==> src/rtl/alu_pkg.sv <==
// Shared ALU definitions: default widths, request record and alucode encodings
// used by the shared-ALU arbiter and its ALU.
package alu_pkg;

    localparam int ALU_DATA_W = 32;
    localparam int ALU_CODE_W = 4;

    typedef struct packed {
        logic [ALU_DATA_W-1:0] a;
        logic [ALU_DATA_W-1:0] b;
        logic [ALU_CODE_W-1:0] code;
    } alu_req_t;

    localparam logic [ALU_CODE_W-1:0] ALU_ADD  = 4'd0;
    localparam logic [ALU_CODE_W-1:0] ALU_SUB  = 4'd1;
    localparam logic [ALU_CODE_W-1:0] ALU_SLT  = 4'd2;
    localparam logic [ALU_CODE_W-1:0] ALU_SLTU = 4'd3;
    localparam logic [ALU_CODE_W-1:0] ALU_AND  = 4'd4;
    localparam logic [ALU_CODE_W-1:0] ALU_OR   = 4'd5;
    localparam logic [ALU_CODE_W-1:0] ALU_XOR  = 4'd6;
    localparam logic [ALU_CODE_W-1:0] ALU_SSL  = 4'd7;
    localparam logic [ALU_CODE_W-1:0] ALU_SSR  = 4'd8;
    localparam logic [ALU_CODE_W-1:0] ALU_SRA  = 4'd9;
    localparam logic [ALU_CODE_W-1:0] ALU_CPY  = 4'd10;

endpackage

==> src/rtl/aluR32I.sv <==
// Combinational RV32I-style ALU. Shift amount is the low log2(DATA_W) bits of B;
// CPY passes operand A; undefined codes produce zero.
module aluR32I
    import alu_pkg::*;
#(
    parameter int DATA_W = ALU_DATA_W,
    parameter int CODE_W = ALU_CODE_W
) (
    input  logic [DATA_W-1:0] a,
    input  logic [DATA_W-1:0] b,
    input  logic [CODE_W-1:0] code,
    output logic [DATA_W-1:0] result
);

    localparam int SHAMT_W = $clog2(DATA_W);

    logic [SHAMT_W-1:0] shamt;
    logic               lt_s;
    logic               lt_u;

    assign shamt = b[SHAMT_W-1:0];
    assign lt_s  = $signed(a) < $signed(b);
    assign lt_u  = a < b;

    always_comb begin
        // NOTE: default assignment first so no code path can infer a latch.
        result = '0;
        case (code)
            ALU_ADD:  result = a + b;
            ALU_SUB:  result = a - b;
            ALU_SLT:  result = {{(DATA_W-1){1'b0}}, lt_s};
            ALU_SLTU: result = {{(DATA_W-1){1'b0}}, lt_u};
            ALU_AND:  result = a & b;
            ALU_OR:   result = a | b;
            ALU_XOR:  result = a ^ b;
            ALU_SSL:  result = a << shamt;
            ALU_SSR:  result = a >> shamt;
            ALU_SRA:  result = $signed(a) >>> shamt;
            ALU_CPY:  result = a;
            default:  result = '0;
        endcase
    end

endmodule

==> src/rtl/rr_arb2.sv <==
// Two-way round-robin picker: a lone requester always wins, a tie goes to the
// requester that was not granted last.
module rr_arb2 (
    input  logic [1:0] valid,
    input  logic       rr_last,
    output logic [1:0] grant
);

    assign grant[0] = valid[0] && (!valid[1] || rr_last);
    assign grant[1] = valid[1] && (!valid[0] || !rr_last);

endmodule

==> src/rtl/alu_share_arbiter.sv <==
// Shares one combinational ALU between two valid/ready requesters with
// round-robin arbitration and a single registered, id-tagged result stage.
module alu_share_arbiter
    import alu_pkg::*;
#(
    parameter int DATA_W = ALU_DATA_W,
    parameter int CODE_W = ALU_CODE_W
) (
    input  logic              clock,
    input  logic              reset,
    input  logic              req0_valid,
    output logic              req0_ready,
    input  logic [DATA_W-1:0] req0_a,
    input  logic [DATA_W-1:0] req0_b,
    input  logic [CODE_W-1:0] req0_code,
    input  logic              req1_valid,
    output logic              req1_ready,
    input  logic [DATA_W-1:0] req1_a,
    input  logic [DATA_W-1:0] req1_b,
    input  logic [CODE_W-1:0] req1_code,
    output logic              rsp_valid,
    input  logic              rsp_ready,
    output logic              rsp_id,
    output logic [DATA_W-1:0] rsp_result
);

    logic [1:0]        grant;
    logic              rr_last;
    logic              stage_free;
    logic              fire;
    logic              sel;
    logic [DATA_W-1:0] op_a;
    logic [DATA_W-1:0] op_b;
    logic [CODE_W-1:0] op_code;
    logic [DATA_W-1:0] alu_result;

    // The stage accepts a new op when empty or when its current result leaves this cycle.
    assign stage_free = !rsp_valid || rsp_ready;

    rr_arb2 u_arb (
        .valid   ({req1_valid, req0_valid}),
        .rr_last (rr_last),
        .grant   (grant)
    );

    assign req0_ready = stage_free && grant[0];
    assign req1_ready = stage_free && grant[1];
    assign fire       = req0_ready || req1_ready;
    assign sel        = grant[1];

    assign op_a    = sel ? req1_a    : req0_a;
    assign op_b    = sel ? req1_b    : req0_b;
    assign op_code = sel ? req1_code : req0_code;

    aluR32I #(
        .DATA_W (DATA_W),
        .CODE_W (CODE_W)
    ) u_alu (
        .a      (op_a),
        .b      (op_b),
        .code   (op_code),
        .result (alu_result)
    );

    // NOTE: non-blocking assignments for all registered state so every flop samples pre-edge values.
    always_ff @(posedge clock) begin
        if (reset) begin
            rsp_valid  <= 1'b0;
            rsp_id     <= 1'b0;
            rsp_result <= '0;
            rr_last    <= 1'b1;
        end else if (fire) begin
            rsp_valid  <= 1'b1;
            rsp_id     <= sel;
            rsp_result <= alu_result;
            rr_last    <= sel;
        end else if (rsp_ready) begin
            rsp_valid  <= 1'b0;
        end
    end

endmodule

==> config.mk <==
export PLATFORM = sky130hd
export DESIGN_NAME = alu_share_arbiter
export DESIGN_NICKNAME = d
export VERILOG_FILES = /design/src/rtl/alu_pkg.sv /design/src/rtl/aluR32I.sv /design/src/rtl/rr_arb2.sv /design/src/rtl/alu_share_arbiter.sv
export SDC_FILE = /design/constraint.sdc
export NUM_CORES = 1
export LEC_CHECK = 0
export BUFFER_PORTS_ARGS = -buffer_cell sky130_fd_sc_hd__buf_2
export CAP_MARGIN = 20
export CORE_MARGIN = 1
export CORE_UTILIZATION = 48
export CTS_CLUSTER_SIZE = 10
export DETAILED_ROUTE_END_ITERATION = 6
export PLACE_DENSITY = 0.71
export SYNTH_ARGS = -nofsm -noshare
export SYNTH_HDL_FRONTEND = slang
export SYNTH_SLANG_ARGS = --single-unit
export TNS_END_PERCENT = 30
==> constraint.sdc <==
create_clock -name clock -period 6.95 [get_ports clock]
set_input_delay 1.0425 -clock clock [delete_from_list [all_inputs] [get_ports clock]]
set_output_delay 1.0425 -clock clock [all_outputs]
set_load 0.005 [all_outputs]
==> reports/qor.csv <==
stage,metric,value,unit
placement,worst slack at placement,1080,ps
timing,clk_skew,5.78,ps
global_routing,GR Overflow Total,0,
placement,port bufs,176,
clock_tree,CTS tree,done,
timing,Hold WS,469,ps
timing,final setup vio count,0,
power,Clock power frac,0.137,
power,Pwr Density,149,nW/µm²
detailed_routing,first drt pass iteration count,7,
critical_path,crit path DAT,5980,ps
power,peak supply drop,0.134,mV
cells_and_area,final core utilization,0.537,
global_routing,antenna violations before repair,0,
clock_tree,Max Root-Sink Buffers,2,
hold_path,Min-Delay Path Class,register to register,
timing,Worst-Margin Slew,1200,ps
timing,post-layout min period,5810,ps
timing,max frequency,172,MHz
critical_path,CP max stage cell,o41ai_1,
timing,slew margin rel.,0.195,
logic_synthesis,number of synthesized flops with an enable pin,0,
floorplanning,Die X,167,µm
power,sw frac,0.563,
logic_synthesis,asr flop ratio synth,0,
clock_tree,total CTS buffers,5,
detailed_routing,via count,16200,
cells_and_area,Syn-to-layout area delta,8.73,%
logic_synthesis,synth warn,0,
critical_path,crit start category,input port,
logic_synthesis,synth unique cells,84,
global_routing,Tot GR Track Use,0.437,
logic_synthesis,Synth Instances,1915,
clock_tree,clk_lat worst skew,300,ps
global_routing,vias in the first global route,14700,
critical_path,CP Max Fanout,17,
logic_synthesis,Yosys top cell by area,mux2i_1,
power,Switch Pwr,1.18,mW
logic_synthesis,top area cells in the synthesized netlist,"mux2i_1, ha_1, nand2_1",
floorplanning,initial core utilization,0.494,
clock_tree,Root Driver,clkbuf_16,
clock_tree,clk sinks,35,
job,maxcap violations,0,
floorplanning,IO Count,177,
critical_path,critical path class,input port to register,
logic_synthesis,Synth Register Bits,35,
logic_synthesis,cell area after synthesis,13000,µm²
clock_tree,Resized Gates After CTS,0,
cells_and_area,"commonest cells after routing, fill and taps aside","mux2i_1, nand2_1, buf_2",
critical_path,critical path's largest stage delay,720,ps
timing,fin crit share,0.837,
power,"Power, Total",2.10,mW
timing,RSZ-0062 raised after global routing,false,
critical_path,CP cell instances,buf_2 -> a21boi_4 -> mux2_2 -> inv_1 -> ha_1 -> o21bai_1 -> a311oi_1 -> nor2_1 -> o41ai_1 -> nand3_1 -> a31oi_1 -> xnor2_1 -> a2111oi_0 -> o211ai_1,
logic_synthesis,Syn Nets,2155,
detailed_routing,Routed WL,63200,µm
cells_and_area,fin nets,2229,
detailed_routing,Avg Vias per Cell,6.97,
detailed_routing,DR WL/cell,27.2,µm
global_routing,largest net degree at the start of global routing,65,
detailed_routing,Routed Antenna Nets,0,
critical_path,Worst Path Required,7110,ps
global_routing,first-pass GRT wire length,93200,µm
detailed_routing,drc violations,3,
floorplanning,Die H,167,µm
floorplanning,die area,27800,µm²
cells_and_area,layout cells sized above 1,0.141,
logic_synthesis,average size of a mapped cell,6.80,µm²
clock_tree,htree depth,2,
floorplanning,FP Rows,59,
power,cell-internal power,0.918,mW
timing,TNS Setup,0,ps
clock_tree,# hold bufs at CTS,0,
logic_synthesis,dominant synthesized flop cell,dfxtp_1,
critical_path,Crit path max-delay family,compound AO/OA/AOI/OAI gates,
timing,"Hold Vio Cnt, Final",0,
cells_and_area,"commonest non-fill, non-tap cell in the layout",mux2i_1,
power,sequential share of power,0.112,
status,status,finished with violations,
critical_path,CP endpoint kind,register,
floorplanning,Core Region,26400,µm²
clock_tree,"Reg clk slew, reported paths",70,ps
logic_synthesis,Synth top area share,0.203,
logic_synthesis,sequential-to-total area share from yosys stat,0.0538,
placement,final HPWL from detailed placement,48300,µm
power,P_leak,6.48,nW
detailed_routing,DR iter-0 viols,2422,
timing,"Slew Viols, Final",0,
status,failing checks,design-rule violations,
clock_tree,"Setup Fix Bufs, Post-CTS",0,
critical_path,CP Buf/Inv Count,2,
power,share of total power in combinational logic,0.752,
placement,gp weighted congestion,1.05,
timing,"Worst Setup Slack, final",1140,ps
cell type report:
type | count | area, µm²
diodes | 1 | 2.50
clock buffers | 5 | 125
clock inverters | 3 | 43.8
fillers | 2690 | 12200
inverters | 105 | 399
multi-input cells | 1629 | 11300
flip-flops and latches | 35 | 701
well taps | 335 | 419
repair buffers | 213 | 1160
logic make-up (layout without fill, tap and decap cells):
group,Yosys count,in the layout,share of synthesized area
AO/OA/AOI/OAI,613,613,0.314
AND/OR/NAND/NOR,603,603,0.207
multiplexers,296,296,0.233
buffers and inverters,251,326,0.0836
adder cells (fa/ha/maj),99,99,0.0963
flip-flops,35,35,0.0538
XOR/XNOR,18,18,0.0121
other,0,1,0
flip-flops by register name, summed over array words and instances (netlist names):
signal	flops
rsp_result	32
rr_last	1
rsp_id	1
rsp_valid	1
stage by stage:
| stage | std cells | cell area, µm² |
|---|---|---|
| 3_3_place_gp | 2316 | 14000 |
| 3_5_place_dp | 2317 | 14000 |
| 5_1_grt | 2325 | 14200 |
| 6_report | 2326 | 14200 |
| 4_1_cts | 2325 | 14200 |
| 2_1_floorplan | 1915 | 13000 |
routing by layer:
layer / share of wire / track usage / vias to the layer above
li1: - / - / 7285
met1: 0.41 / 0.596 / 7659
met3: 0.11 / 0.0760 / 150
met2: 0.43 / 0.670 / 1122
met4: 0.046 / 0.192 / 0
met5: 0 / 0 / -
worst reg2reg max path, stage by stage, from the launching register on:
cell       delay, ps
dfxtp_1          370
a21boi_4         680
mux2_2           530
inv_1            430
ha_1             350
o21bai_1         210
a311oi_1         390
nor2_1           140
o41ai_1          730
nand3_1          330
a31oi_1          360
xnor2_1          120
a2111oi_0        430
o211ai_1         130
power groups by stage:
stage	logic [mW]	clock network [mW]	registers (mW)
after global routing	1.67	0.290	0.236
after global placement	1.51	0	0.238
final	1.58	0.287	0.235
after detailed placement	1.51	0	0.238
after floorplan	1.03	0	0.234
after CTS	1.52	0.285	0.234
path summary, 6_finish.rpt:
kind / endpoint / slack, ps / cells past startpoint / startpoint
setup / recovery: rsp_result[29] / 1140 / 14 / req0_valid
hold / removal: rsp_result[10] / 470 / 2 / rsp_result[10]
setup reg to reg: rsp_result[29] / 1620 / 13 / rr_last
hold reg to reg: rsp_result[10] / 470 / 2 / rsp_result[10]
synth_stat cells (all sizes together) (5+ instances only):
| cell type | instances |
|---|---|
| o2111ai | 15 |
| nor2 | 145 |
| a22oi | 24 |
| nand2 | 257 |
| and2 | 5 |
| a221oi | 21 |
| buf | 71 |
| nor4b | 6 |
| o31a | 6 |
| nand4 | 9 |
| nand2b | 14 |
| a21oi | 161 |
| o21bai | 11 |
| nand3 | 52 |
| xnor2 | 16 |
| o211ai | 24 |
| mux2i | 265 |
| a211oi | 45 |
| o31ai | 18 |
| nor4 | 13 |
| dfxtp | 35 |
| a311oi | 11 |
| or2 | 6 |
| a221o | 10 |
| nor2b | 21 |
| o221ai | 17 |
| o21ai | 99 |
| nor3 | 42 |
| a21o | 17 |
| clkbuf | 75 |
| o21a | 8 |
| and3 | 6 |
| o22ai | 33 |
| inv | 103 |
| a31oi | 36 |
| a21boi | 6 |
| mux2 | 29 |
| a22o | 6 |
| ha | 97 |
| a2111oi | 11 |
| or3 | 12 |
Note: power is estimated with default switching activity, not from simulation.
